**src/rtl/uart_pkg.sv**
```systemverilog
// Shared types for the UART receive path: receiver state encoding and frame constants.
package uart_pkg;

  localparam int DATA_BITS = 8;

  typedef enum logic [2:0] {
    IDLE,
    START,
    DATA,
    PARITY,
    STOP
  } uart_rx_state_t;

endpackage

```
**src/rtl/sync_2ff.sv**
```systemverilog
// Two-flop synchronizer for asynchronous single-bit inputs (rx pin, push buttons).
module sync_2ff #(
  parameter logic RESET_VAL = 1'b1
) (
  input  logic clk,
  input  logic reset,
  input  logic d,
  output logic q
);

  logic meta;

  always_ff @(posedge clk) begin
    if (reset) begin
      meta <= RESET_VAL;
      q    <= RESET_VAL;
    end else begin
      meta <= d;
      q    <= meta;
    end
  end

endmodule

```
**src/rtl/uart_rx_byte.sv**
```systemverilog
// UART byte receiver (8N1, or 8E1 when UART_RX_PARITY_EN is defined), centre-sampled.
// Strobes: data_valid, frame_err and parity_err are one-cycle, mutually exclusive pulses with no ready/back-pressure; data_out is valid in the data_valid cycle and holds until the next good frame.
module uart_rx_byte
  import uart_pkg::*;
#(
  parameter int CLKS_PER_BIT = 868
) (
  input  logic       clk,
  input  logic       reset,
  input  logic       rx,
  output logic [7:0] data_out,
  output logic       data_valid,
  output logic       frame_err,
  output logic       parity_err,
  output logic       busy
);

  localparam int CNT_W = $clog2(CLKS_PER_BIT);
  localparam logic [CNT_W-1:0] BIT_END  = CNT_W'(CLKS_PER_BIT - 1);
  localparam logic [CNT_W-1:0] HALF_END = CNT_W'(CLKS_PER_BIT / 2 - 1);
  localparam logic [2:0]       LAST_BIT = 3'(DATA_BITS - 1);

  uart_rx_state_t           state;
  logic [CNT_W-1:0]         cnt;
  logic [2:0]               bit_idx;
  logic [DATA_BITS-1:0]     shreg;
  logic                     rx_s;
  logic                     par_bad;

  sync_2ff #(.RESET_VAL(1'b1)) u_sync (
    .clk   (clk),
    .reset (reset),
    .d     (rx),
    .q     (rx_s)
  );

  always_ff @(posedge clk) begin
    if (reset) begin
      state      <= IDLE;
      cnt        <= '0;
      bit_idx    <= '0;
      shreg      <= '0;
      par_bad    <= 1'b0;
      data_out   <= 8'h00;
      data_valid <= 1'b0;
      frame_err  <= 1'b0;
`ifdef UART_RX_PARITY_EN
      parity_err <= 1'b0;
`endif
      busy       <= 1'b0;
    end else begin
      data_valid <= 1'b0;
      frame_err  <= 1'b0;
`ifdef UART_RX_PARITY_EN
      parity_err <= 1'b0;
`endif
      busy       <= (state != IDLE);
      case (state)
        IDLE: begin
          if (!rx_s) begin
            cnt   <= '0;
            state <= START;
          end
        end
        START: begin
          // A start bit that is high again by its centre is a glitch, not a frame.
          if (cnt == HALF_END) begin
            cnt <= '0;
            if (!rx_s) begin
              bit_idx <= '0;
              par_bad <= 1'b0;
              state   <= DATA;
            end else begin
              state <= IDLE;
            end
          end else begin
            cnt <= cnt + 1'b1;
          end
        end
        DATA: begin
          if (cnt == BIT_END) begin
            cnt            <= '0;
            shreg[bit_idx] <= rx_s;
            if (bit_idx == LAST_BIT) begin
`ifdef UART_RX_PARITY_EN
              state <= PARITY;
`else
              state <= STOP;
`endif
            end else begin
              bit_idx <= bit_idx + 1'b1;
            end
          end else begin
            cnt <= cnt + 1'b1;
          end
        end
`ifdef UART_RX_PARITY_EN
        PARITY: begin
          if (cnt == BIT_END) begin
            cnt     <= '0;
            par_bad <= (rx_s != ^shreg);
            state   <= STOP;
          end else begin
            cnt <= cnt + 1'b1;
          end
        end
`endif
        STOP: begin
          // Leaving at the stop-bit centre leaves half a bit to catch the next start edge.
          if (cnt == BIT_END) begin
            cnt   <= '0;
            state <= IDLE;
            if (!rx_s) begin
              frame_err <= 1'b1;
            end else if (par_bad) begin
`ifdef UART_RX_PARITY_EN
              parity_err <= 1'b1;
`endif
            end else begin
              data_out   <= shreg;
              data_valid <= 1'b1;
            end
          end else begin
            cnt <= cnt + 1'b1;
          end
        end
        default: state <= IDLE;
      endcase
    end
  end

`ifndef UART_RX_PARITY_EN
  assign parity_err = 1'b0;
`endif

endmodule

```
**config.mk**
```make
export PLATFORM = sky130hd
export DESIGN_NAME = uart_rx_byte
export DESIGN_NICKNAME = d
export VERILOG_FILES = /design/src/rtl/uart_pkg.sv /design/src/rtl/sync_2ff.sv /design/src/rtl/uart_rx_byte.sv
export SDC_FILE = /design/constraint.sdc
export NUM_CORES = 1
export LEC_CHECK = 0
export ABC_AREA = 1
export CORE_UTILIZATION = 35
export DETAILED_ROUTE_END_ITERATION = 16
export PLACE_DENSITY = 0.62
export SYNTH_ARGS = -nofsm -noshare
export SYNTH_HDL_FRONTEND = slang
export SYNTH_HIERARCHICAL = 1
export SYNTH_SLANG_ARGS = --single-unit
```
**constraint.sdc**
```tcl
create_clock -name clk -period 4.2 [get_ports clk]
set_clock_uncertainty 0.05 [all_clocks]
set_input_delay 0.84 -clock clk [delete_from_list [all_inputs] [get_ports clk]]
set_output_delay 0.84 -clock clk [all_outputs]
set_load 0.01 [all_outputs]
```
* After elaboration in Yosys (flattened, before gate mapping)
Index checks and enable logic that the tools add are counted.
** Word-level totals
- Bits in registers :: 37
- Output and inout bits :: 12
- Logic and storage cells :: 63
** Cells by class
- Add/subtract/negate cells :: 2
- $lt $le $gt $ge :: 2
- Eq/ne operators :: 13
- Multiplexer cells :: 20
- Bitwise logic cells :: 3
- Reduce and logical (&&, ||, !) cells :: 13
** Operators with widths (number)
- 10-bit two-way mux :: 3
- 10-bit case mux with 3 select lines :: 1
- 3-bit two-way mux :: 9
- 2-bit != test (second input constant) :: 7
- 3-bit case mux with 4 select lines :: 1
- 10-bit by 1-bit adder with 10-bit output (second input constant) :: 1
- 10-bit == test (second input constant) :: 1
- 10-bit by 9-bit == test with 1-bit output (second input constant) :: 1
- 5-bit AND reduction :: 2
- 8-bit bitwise mux :: 1
- 3-bit == test (second input constant) :: 2
- 3-bit case mux with 2 select lines :: 1
- 3-bit nonzero test :: 2
- 3-bit by 4-bit < comparator with 1-bit output (second input constant) :: 1
- 2-bit AND reduction :: 2
- 4-bit OR reduction :: 1
- 3-bit by 1-bit adder with 3-bit output (second input constant) :: 1
- 1-bit demux with 3-bit select :: 1
- 3-bit by 1-bit == test with 1-bit output (second input constant) :: 1
- 3-bit by 2-bit == test with 1-bit output (second input constant) :: 1
- 3-bit by 1-bit greater-or-equal comparator with 1-bit output (second input constant) :: 1
- 3-bit zero test :: 1
- 1-bit NOT :: 3
- 3-bit AND reduction :: 1
- 6 further kinds :: 7

* Depth between registers and ports, before layout
Gate-level depths: netlist of the first run.
- Depth after elaboration :: 5
- Depth in mapped cells :: 11
- Mapped depth without buffers :: 11

* Cells and area by module
The synthesis of the first run kept the hierarchy.
** Modules (own cells, without submodules)
- uart_rx_byte :: instances 1, cells an instance 282, area each 1858.0 um2, sequential area each 700.7 um2
- sync_2ff :: instances 1, cells an instance 7, area each 58.8 um2, sequential area each 40.0 um2

* Least setup slack after synthesis of the first run
Ideal clock, no wire load.
- Path type :: register to register
- From :: reg cnt[0]
- To :: reg cnt[4]
- Data arrival time :: 1.308 ns
- Data required time :: 4.039 ns
- Path slack :: 2.731 ns
- Cell stages (with the launch flop) :: 11
- Path buffers :: 0
- Path through :: dfxtp_1 -> ha_1 -> nand2_1 -> nor2_2 -> nand3_4 -> nand2_2 -> nand2_2 -> inv_2 -> nand2_4 -> nand2_2 -> nor2_1
** Between the ends
- Longest elaborated chain between the ends :: 3
- Elaborated cells on any way between the ends :: 6
- Those cells by class :: add/sub: 1; eq/ne: 2; mux: 3
** RTL lines
- start: declaration :: line uart_rx_byte.sv:24 : logic [CNT_W-1:0] cnt;
- start signal: assignment :: line uart_rx_byte.sv:77 : cnt <= cnt + 1'b1;
- start signal: assignment :: line uart_rx_byte.sv:94 : cnt <= cnt + 1'b1;
- start signal: assignment :: line uart_rx_byte.sv:124 : cnt <= cnt + 1'b1;
- 10-bit by 1-bit adder with 10-bit output, or another cell as far along :: line uart_rx_byte.sv:77, uart_rx_byte.sv:94, uart_rx_byte.sv:124
- 10-bit two-way mux, on equally long branches :: line uart_rx_byte.sv:81, uart_rx_byte.sv:110, uart_rx_byte.sv:67
- 10-bit case mux with 3 select lines (*) :: line uart_rx_byte.sv:58 : case (state)
Mark *: on every way between the ends. The rest lies on a longest branch, timed or not.
A chain may end at the register's enable or synchronous reset.

==> results.sh, run 1 <==
export IMPL_status="finished, final reports clean"
export IMPL_synthToLayoutAreaGrowth_pct=14.6
export IMPL_io_buffers=13
export IMPL_antenna_found_initial=0
export IMPL_gp_congestion=0.870
export IMPL_end_kind="flip-flop"
export IMPL_path_class="primary input to flip-flop"
export IMPL_postCtsSetupBuffers=0
export IMPL_vias_per_cell=4.53
export IMPL_antennaDiodeCount=0
export IMPL_ys_seq_elements=37
export IMPL_fin_util_pct=42.2
export IMPL_start_util_pct=36.8
export IMPL_cts_resized=0
export IMPL_root_buffer="clkbuf_8"
export IMPL_drv_cap=0
export IMPL_yosysSeqAreaShare_pct=38.6
export IMPL_post_route_period_util_pct=55.9
export IMPL_hold_buffers=0
export IMPL_avgRoutedWirePerCell_um=10.5
export IMPL_die_area_um2=5780
export IMPL_seq_area_um2=741
export IMPL_final_area_um2=2200
export IMPL_instances_no_fill=375
export IMPL_cts_num_sinks=37
export IMPL_peakVddDrop_uv=268
export IMPL_dp_hpwl_mm=2.89
export IMPL_hp_class="flip-flop to flip-flop"
export IMPL_rows=26
export IMPL_cellPowerDensity_nw_per_um2=521
export IMPL_final_cell_mix="72 x nand2_1, 67 x nor2_1, 37 x inv_1, 37 x dfxtp_1, 13 x clkdlybuf4s50_1"
export IMPL_nFillCells=561
export IMPL_ys_warn_count=6
export IMPL_setup_violations_final=0
export IMPL_insertion_delay_ns=0.30
export IMPL_first_pass_iters=4
export IMPL_pin_count=15
export IMPL_cts_buffers=5
export IMPL_crit_required_ns=4.35
export IMPL_grt_pass1_wl_mm=7.09
export IMPL_fin_setup_tns_ns=0
export IMPL_htree_levels=2
export IMPL_crit_arrival_ns=2.49
export IMPL_hold_violations=0
export IMPL_multi_input_area_um2=985
export IMPL_leakage_nw=1.03
export IMPL_die_y_um=76.0
export IMPL_drt_iter0_markers=65
export IMPL_r2r_cells=10
export IMPL_worstPathMaxFanout=27
export IMPL_setup_slack_ns=1.85
export IMPL_ant_nets=0
export IMPL_period_needed_ns=2.35
export IMPL_rsz0062_at_grt="no"
export IMPL_vias=1697
export IMPL_syn_num_nets=296
export IMPL_cp_start_kind="primary input"
export IMPL_clock_fmax_ghz=0.426
export IMPL_grt_usage_pct=15.3
export IMPL_slew_headroom_pct=52.7
export IMPL_synthCells=289
export IMPL_drc=0
export IMPL_drive_above_1_share_pct=10.5
export IMPL_layout_commonest_cell="nand2_1"
export IMPL_clk_pin_slew_ns=0.08
export IMPL_cts_tree="yes"
export IMPL_hold_depth=2
export IMPL_tightest_slew_ns=0.705
export IMPL_core_area_um2=5200
export IMPL_drv_slew=0
export IMPL_cts_buffer_depth=2
export IMPL_yosys_cell_types_count=30
export IMPL_die_w_um=76.0
export IMPL_pre_cts_ws_ns=1.52
export IMPL_dp_cells=367
export IMPL_placed_cell_area_um2=2100
export IMPL_nets=311
export IMPL_routed_wl_mm=3.92
export IMPL_avgSynthCellArea_um2=6.63
export IMPL_synth_area_um2=1920
export IMPL_grt_max_degree=28
export IMPL_overflow=0
export IMPL_grt_pass1_vias=1662
flip-flops by register name (all words and copies together), names as in the netlist:
signal / flops
cnt: 10
data_out: 8
shreg: 8
bit_idx: 3
state: 3
busy: 1
data_valid: 1
frame_err: 1
u_sync/meta: 1
u_sync/q: 1
synthesized netlist by cell type:
| library cell | n | area [um2] |
|---|---|---|
| o21ai_0 | 10 | 50.1 |
| nand2_2 | 8 | 50.1 |
| a31oi_1 | 1 | 6.26 |
| a21oi_1 | 2 | 10.0 |
| nand4_1 | 4 | 25.0 |
| nand2_4 | 2 | 22.5 |
| dfxtp_1 | 37 | 741 |
| nand3_4 | 1 | 17.5 |
| nand3_1 | 11 | 55.1 |
| ha_1 | 4 | 50.1 |
| buf_6 | 1 | 11.3 |
| o21bai_2 | 1 | 11.3 |
| nand3_2 | 3 | 30.0 |
| nor4_1 | 1 | 6.26 |
| nor3_1 | 4 | 20.0 |
| nand3b_1 | 3 | 22.5 |
| buf_4 | 1 | 7.51 |
| inv_2 | 4 | 15.0 |
| nor2_1 | 67 | 251 |
| xnor2_1 | 1 | 8.76 |
| conb_1 | 1 | 3.75 |
| clkinv_1 | 1 | 3.75 |
| nand2_1 | 72 | 270 |
| inv_1 | 37 | 139 |
| nor2_4 | 1 | 11.3 |
| buf_2 | 3 | 15.0 |
| nor2_2 | 3 | 18.8 |
| nor3_4 | 1 | 16.3 |
| o21ai_1 | 1 | 5.00 |
| o21bai_1 | 3 | 22.5 |
where the power goes:
| part | total (mW) | leakage, nW | switching (mW) | internal [mW] |
|---|---|---|---|---|
| Clock | 0.266 | 0.0512 | 0.133 | 0.133 |
| Combinational | 0.453 | 0.681 | 0.310 | 0.142 |
| Sequential | 0.427 | 0.300 | 0.0394 | 0.387 |
| Total | 1.15 | 1.03 | 0.482 | 0.663 |
worst max-delay path, cell delays in order:
cell and delay (ns):
clkdlybuf4s50_1 0.61, clkinv_1 0.63, o21ai_0 0.27, inv_1 0.06, nand2_1 0.05, nor2_1 0.03
area by class of cell:
class / count / area share [%]
tap: 70 / 3.99
timing repair buffer: 13 / 5.92
multi-input combinational: 205 / 44.8
inverter: 42 / 7.18
clock buffer: 6 / 3.76
clock inverter: 2 / 0.626
sequential: 37 / 33.7
layer usage:
metal  track usage [%]  wire (um)  part of all wire [%]  up-vias
met5                 0          0                     0        -
met3              3.23        121                   3.1       13
met1              17.5       1840                    47      745
met2              27.1       1840                    47       28
met4              7.12        108                   2.8        0
li1                  -          -                     -      911
path summary, 6_finish.rpt:
check / startpoint / to / slack, ns
hold / removal: u_sync/meta / u_sync/q / 0.36
setup / recovery: reset / cnt[2] / 1.85
setup reg to reg: cnt[0] / cnt[5] / 2.47
hold reg to reg: u_sync/meta / u_sync/q / 0.36
per-stage QoR:
step / hold slack [ns] / power [mW]
final: 0.359 / 1.15
after global routing: 0.410 / 1.24
after detailed placement: 0.339 / 0.888
after global placement: 0.330 / 0.888
after floorplan: 0.330 / 0.815
after CTS: 0.360 / 1.16
logic make-up (layout without fill, tap and decap cells):
logic type	Yosys count	in the layout	synth area share, %
simple gates	181	181	42.6
buf+inv	47	63	9.99
flops	37	37	38.6
compound gates	18	18	5.48
fa+ha+maj	4	4	2.61
other cells	1	1	0.196
xor+xnor	1	1	0.457
Power figures use the tool's default switching activity.
==> run 2: changes to the inputs <==
Settings changed: PLACE_DENSITY 0.62 to 0.64.
Clock period 4.2 ns to 2 ns, I/O delays scaled along.
==> run 2 against run 1 <==
Against the previous run: routed wire length down 4.2%; first-iteration DRC count is 28% higher; power up 120%; largest cell class unchanged; highest routed layer unchanged.
==> results.sh, run 2 (synthesized netlist as in run 1, its figures left out) <==
export IMPL_largest_reg_flops=10
export IMPL_hold_buffers=0
export IMPL_nFillCells=552
export IMPL_layout_commonest_cell="nand2_1"
export IMPL_cellPowerDensity_nw_per_um2=1120
export IMPL_setup_violations_final=0
export IMPL_crit_arrival_ns=1.83
export IMPL_die_area_um2=5780
export IMPL_first_pass_iters=4
export IMPL_vias=1650
export IMPL_drv_slew=0
export IMPL_io_buffers=13
export IMPL_path_depth=7
export IMPL_overflow=0
export IMPL_postCtsSetupBuffers=0
export IMPL_r2r_start="cnt[0]"
export IMPL_avgRoutedWirePerCell_um=9.96
export IMPL_sw_frac_of_total_pct=40.4
export IMPL_p_int_mw=1.49
export IMPL_rsz0062_at_grt="no"
export IMPL_r2r_end="data_out[4]"
export IMPL_cts_buffers=5
export IMPL_core_area_um2=5200
export IMPL_hp_class="flip-flop to flip-flop"
export IMPL_die_y_um=76.0
export IMPL_r2r_setup_slack_ns=0.34
export IMPL_cts_num_sinks=37
export IMPL_leakage_nw=1.05
export IMPL_clk_pin_slew_ns=0.08
export IMPL_post_route_period_util_pct=82.8
export IMPL_cts_resized=0
export IMPL_die_w_um=76.0
export IMPL_crit_required_ns=2.18
export IMPL_worstPathMaxFanout=10
export IMPL_crit_path_max_incr_delay_ns=0.40
export IMPL_antennaDiodeCount=0
export IMPL_antenna_found_initial=0
export IMPL_path_class="flip-flop to flip-flop"
export IMPL_clock_fmax_ghz=0.604
export IMPL_cp_start_kind="flip-flop"
export IMPL_p_comb_share_pct=38.5
export IMPL_peakVddDrop_uv=539
export IMPL_cp_top_family="simple AND/OR/NAND/NOR gates"
export IMPL_cts_tree="yes"
export IMPL_end_kind="flip-flop"
export IMPL_drc=0
export IMPL_period_needed_ns=1.66
export IMPL_root_buffer="clkbuf_8"
export IMPL_cp_startpoint="cnt[0]"
export IMPL_crit_buf_inv=0
export IMPL_rows=26
export IMPL_dp_hpwl_mm=2.80
export IMPL_drt_iter0_markers=83
export IMPL_final_cell_mix="72 x nand2_1, 67 x nor2_1, 37 x inv_1, 37 x dfxtp_1, 13 x clkdlybuf4s50_1"
export IMPL_routed_wl_mm=3.76
export IMPL_pwr_share_seq_pct=35.7
export IMPL_ant_nets=0
export IMPL_pin_count=15
export IMPL_r2r_cells=7
export IMPL_grt_pass1_vias=1539
export IMPL_insertion_delay_ns=0.29
export IMPL_drv_cap=0
export IMPL_gp_congestion=0.870
export IMPL_nets=313
export IMPL_htree_levels=2
export IMPL_grt_usage_pct=14.4
export IMPL_status="finished, final reports clean"
export IMPL_vias_per_cell=4.38
export IMPL_clkPwrFrac_pct=25.8
export IMPL_start_util_pct=36.8
export IMPL_largest_register="cnt"
export IMPL_cp_cell_sequence="ha_1, nand2_1, nor2_2, nand3_4, nor3_4, o21ai_0, nor2_1"
export IMPL_grt_pass1_wl_mm=6.86
export IMPL_drive_above_1_share_pct=11.1
export IMPL_grt_max_degree=28
export IMPL_hold_violations=0
export IMPL_fin_util_pct=42.8
export IMPL_fin_setup_tns_ns=0
export IMPL_p_switching_mw=1.01
export IMPL_cts_buffer_depth=2
export IMPL_worstSetupEndpoint="data_out[4]"
export IMPL_synthToLayoutAreaGrowth_pct=16.3
export IMPL_crit_slowest_cell="dfxtp_1"
export IMPL_reg_largest_list="cnt (10), data_out (8), shreg (8)"
==> run 2: changes by cell type in the layout (fill, tap and decap cells not counted), sizes merged <==
| cell | delta |
|---|---|
| buf | +2 |
| bufinv | +1 |
| clkbuf | -1 |
| clkinv | -1 |
| inv | +1 |
==> run 2: per-stage QoR <==
stage / total power, mW / hold WS (ns) / instances / area [um2] / setup WS, ns
5_1_grt: 2.72 / 0.380 / 377 / 2230 / 0.193
6_report: 2.50 / 0.358 / 377 / 2230 / 0.344
4_1_cts: 2.53 / 0.366 / 377 / 2230 / 0.340
3_3_place_gp: 1.88 / 0.341 / 369 / 2120 / 0.399
2_1_floorplan: 1.71 / 0.330 / 289 / 1920 / 0.531
3_5_place_dp: 1.87 / 0.346 / 369 / 2120 / 0.359
==> run 2: final cells by class <==
| cell class | count | area [um2] | area share (%) |
|---|---|---|---|
| timing repair buffer | 15 | 145 | 6.51 |
| tap | 70 | 87.6 | 3.93 |
| clock inverter | 3 | 43.8 | 1.97 |
| multi-input combinational | 205 | 985 | 44.2 |
| sequential | 37 | 741 | 33.2 |
| inverter | 42 | 158 | 7.07 |
| clock buffer | 5 | 68.8 | 3.09 |
==> run 2: power by group through the flow <==
stage               clock network [mW]  logic [mW]  registers (mW)
floorplan                            0       0.815           0.896
global placement                     0       0.970           0.906
detailed placement                   0       0.962           0.910
CTS                              0.670       0.967           0.892
global route                     0.703        1.12           0.904
finish                           0.647       0.962           0.893
==> run 2: routing by layer <==
layer	track usage, %	up-vias	wire, um	share of wire [%]
met3	3.11	8	78	2.1
met2	22.7	17	1640	44
met1	19.0	711	1960	52
met4	6.35	0	74	2.0
li1	-	914	-	-
met5	0	-	0	0
==> run 2: tightest hold or removal path, stage by stage, from the launching register on <==
cell     delay [ns]
dfxtp_1        0.31
inv_1          0.03
nand2_1        0.04
==> run 2: how the worst min path moves through the flow <==
stage,to,start,cells past startpoint
after global placement,u_sync/q,u_sync/meta,2
after global routing,u_sync/q,u_sync/meta,2
after CTS,u_sync/q,u_sync/meta,2
after detailed placement,u_sync/q,u_sync/meta,2
after floorplan,u_sync/q,u_sync/meta,2
final,u_sync/q,u_sync/meta,2
==> run 3: changes to the inputs <==
Clock period 2 ns to 1.47 ns, I/O delays scaled along.
==> run 3 against run 2 <==
Against the previous run: the flow now finishes with violations (negative setup slack); final area up 12%; largest power group unchanged; combinational power grew 81%; worst setup slack worse by 0.37 ns; cell count grew 5.0%; first-iteration DRC count up 70%; sequential share of layout area is 3.1 points lower.
==> results.sh, run 3 (synthesized netlist as in run 1, its figures left out) <==
export IMPL_period_needed_ns=1.50
export IMPL_hold_depth=2
export IMPL_worstPathMaxFanout=6
export IMPL_grt_pass1_vias=1786
export IMPL_r2r_start="cnt[1]"
export IMPL_rsz0062_at_grt="yes"
export IMPL_crit_arrival_ns=1.64
export IMPL_violations="negative setup slack"
export IMPL_busiest_layer="met2"
export IMPL_crit_required_ns=1.61
export IMPL_dp_hpwl_mm=2.95
export IMPL_hp_class="flip-flop to flip-flop"
export IMPL_cts_tree="yes"
export IMPL_use_met2_pct=27.7
export IMPL_ant_nets=0
export IMPL_htree_levels=2
export IMPL_largest_reg_flops=10
export IMPL_final_cell_mix="69 x nand2_1, 59 x nor2_1, 33 x dfxtp_1"
export IMPL_reg_largest_list="cnt (10), data_out (8), shreg (8)"
export IMPL_hold_violations=0
export IMPL_root_buffer="clkbuf_8"
export IMPL_cts_buffer_depth=2
export IMPL_antennaDiodeCount=0
export IMPL_cts_buffers=5
export IMPL_grt_usage_pct=16.7
export IMPL_vias=1834
export IMPL_largest_register="cnt"
export IMPL_die_w_um=76.0
export IMPL_dp_cells=383
export IMPL_routed_wl_mm=4.38
export IMPL_r2r_end="cnt[5]"
export IMPL_cp_startpoint="cnt[1]"
export IMPL_power_total_mw=3.65
export IMPL_cp_start_kind="flip-flop"
export IMPL_first_pass_iters=4
export IMPL_holdWs_ns=0.362
export IMPL_clk_pin_slew_ns=0.08
export IMPL_vias_per_cell=4.63
export IMPL_instances_no_fill=396
export IMPL_synthToLayoutAreaGrowth_pct=29.6
export IMPL_insertion_delay_ns=0.29
export IMPL_gp_congestion=0.849
export IMPL_nets=332
export IMPL_r2r_setup_slack_ns=-0.03
export IMPL_hp_start="u_sync/meta"
export IMPL_leakage_nw=1.18
export IMPL_setup_violations_final=3
export IMPL_avgRoutedWirePerCell_um=11.1
export IMPL_post_route_period_util_pct=102
export IMPL_die_y_um=76.0
export IMPL_clock_fmax_ghz=0.669
export IMPL_hold_end="u_sync/q"
export IMPL_peakVddDrop_uv=886
export IMPL_pin_count=15
export IMPL_hold_buffers=0
export IMPL_cellPowerDensity_nw_per_um2=1470
export IMPL_grt_use_met3_pct=4.19
export IMPL_path_class="flip-flop to flip-flop"
export IMPL_die_area_um2=5780
export IMPL_rows=26
export IMPL_status="finished, violations left"
export IMPL_core_area_um2=5200
export IMPL_drc=0
export IMPL_met1_usage_pct=20.6
export IMPL_drv_slew=0
export IMPL_setup_slack_ns=-0.0250
export IMPL_antenna_found_initial=0
export IMPL_drt_iter0_markers=141
export IMPL_grt_max_degree=28
export IMPL_drive_above_1_share_pct=24.5
export IMPL_drv_cap=0
export IMPL_start_util_pct=36.8
export IMPL_io_buffers=13
export IMPL_grt_pass1_wl_mm=7.77
export IMPL_end_kind="flip-flop"
export IMPL_overflow=0
export IMPL_cts_num_sinks=37
export IMPL_pre_cts_ws_ns=-0.0741
export IMPL_r2r_cells=12
export IMPL_layout_commonest_cell="nand2_1"
export IMPL_fin_setup_tns_ns=-0.0496
## run 3: cell types whose count changed in the layout (fill, tap and decap cells not counted), moves of 4 or more
cell             change
dfxtp_1              -4
clkdlybuf4s50_1     -11
inv_1                -5
buf_4               +13
nor2_2               +6
nand2_4              +4
dlygate4sd2_1       +11
nor2_1               -8
## run 3: repair_timing
| item | CTS | global route |
|---|---|---|
| gates resized for setup | 32 | 23 |
| pin swaps | 12 | 12 |
| buffers inserted | 2 | 1 |
| cloned | 2 | 0 |
| endpoints found under the setup margin | 27 | 32 |
## run 3: critical path, stage by stage, from the launching register on
cell and delay [ns]:
dfxtp_4 0.36, buf_6 0.12, inv_4 0.05, ha_4 0.11, nand2_2 0.05, nor2_2 0.10, nand3_2 0.09, nand2_4 0.13
nand2_4 0.08, inv_4 0.07, nand2_4 0.07, nand2_4 0.08, nor2_1 0.04
## run 3: routing by layer
layer  wire, um  up-vias
li1           -      954
met1       2160      846
met2       2030       26
met3        131        8
met4         61        0
met5          0        -
## run 3: through the flow
stage | instance area [um2] | util (%)
6_report | 2480 | 47.7
5_1_grt | 2480 | 47.7
4_1_cts | 2410 | 46.4
3_5_place_dp | 2230 | 42.9
3_3_place_gp | 2230 | 42.9
2_1_floorplan | 1920 | -
## run 3: layout make-up
cell class / instances / area (um2)
clock buffers: 5 / 68.8
clock inverters: 3 / 17.5
fillers: 534 / 2720
inverters: 42 / 163
multi-input cells: 207 / 1110
flip-flops and latches: 37 / 748
well taps: 70 / 87.6
repair buffers: 32 / 292
## run 3: worst max-delay path by stage
| stage | to | slack [ns] |
|---|---|---|
| final | cnt[5] | -0.03 |
| after global routing | cnt[5] | -0.12 |
| after CTS | data_out[2] | -0.02 |
| after detailed placement | data_out[2] | -0.07 |
| after global placement | data_out[4] | 0.006 |
| after floorplan | cnt[4] | 0.0007 |
## run 3: power breakdown
part	internal, mW	switching, mW
logic	0.621	1.11
clock network	0.327	0.373
registers	1.11	0.0989
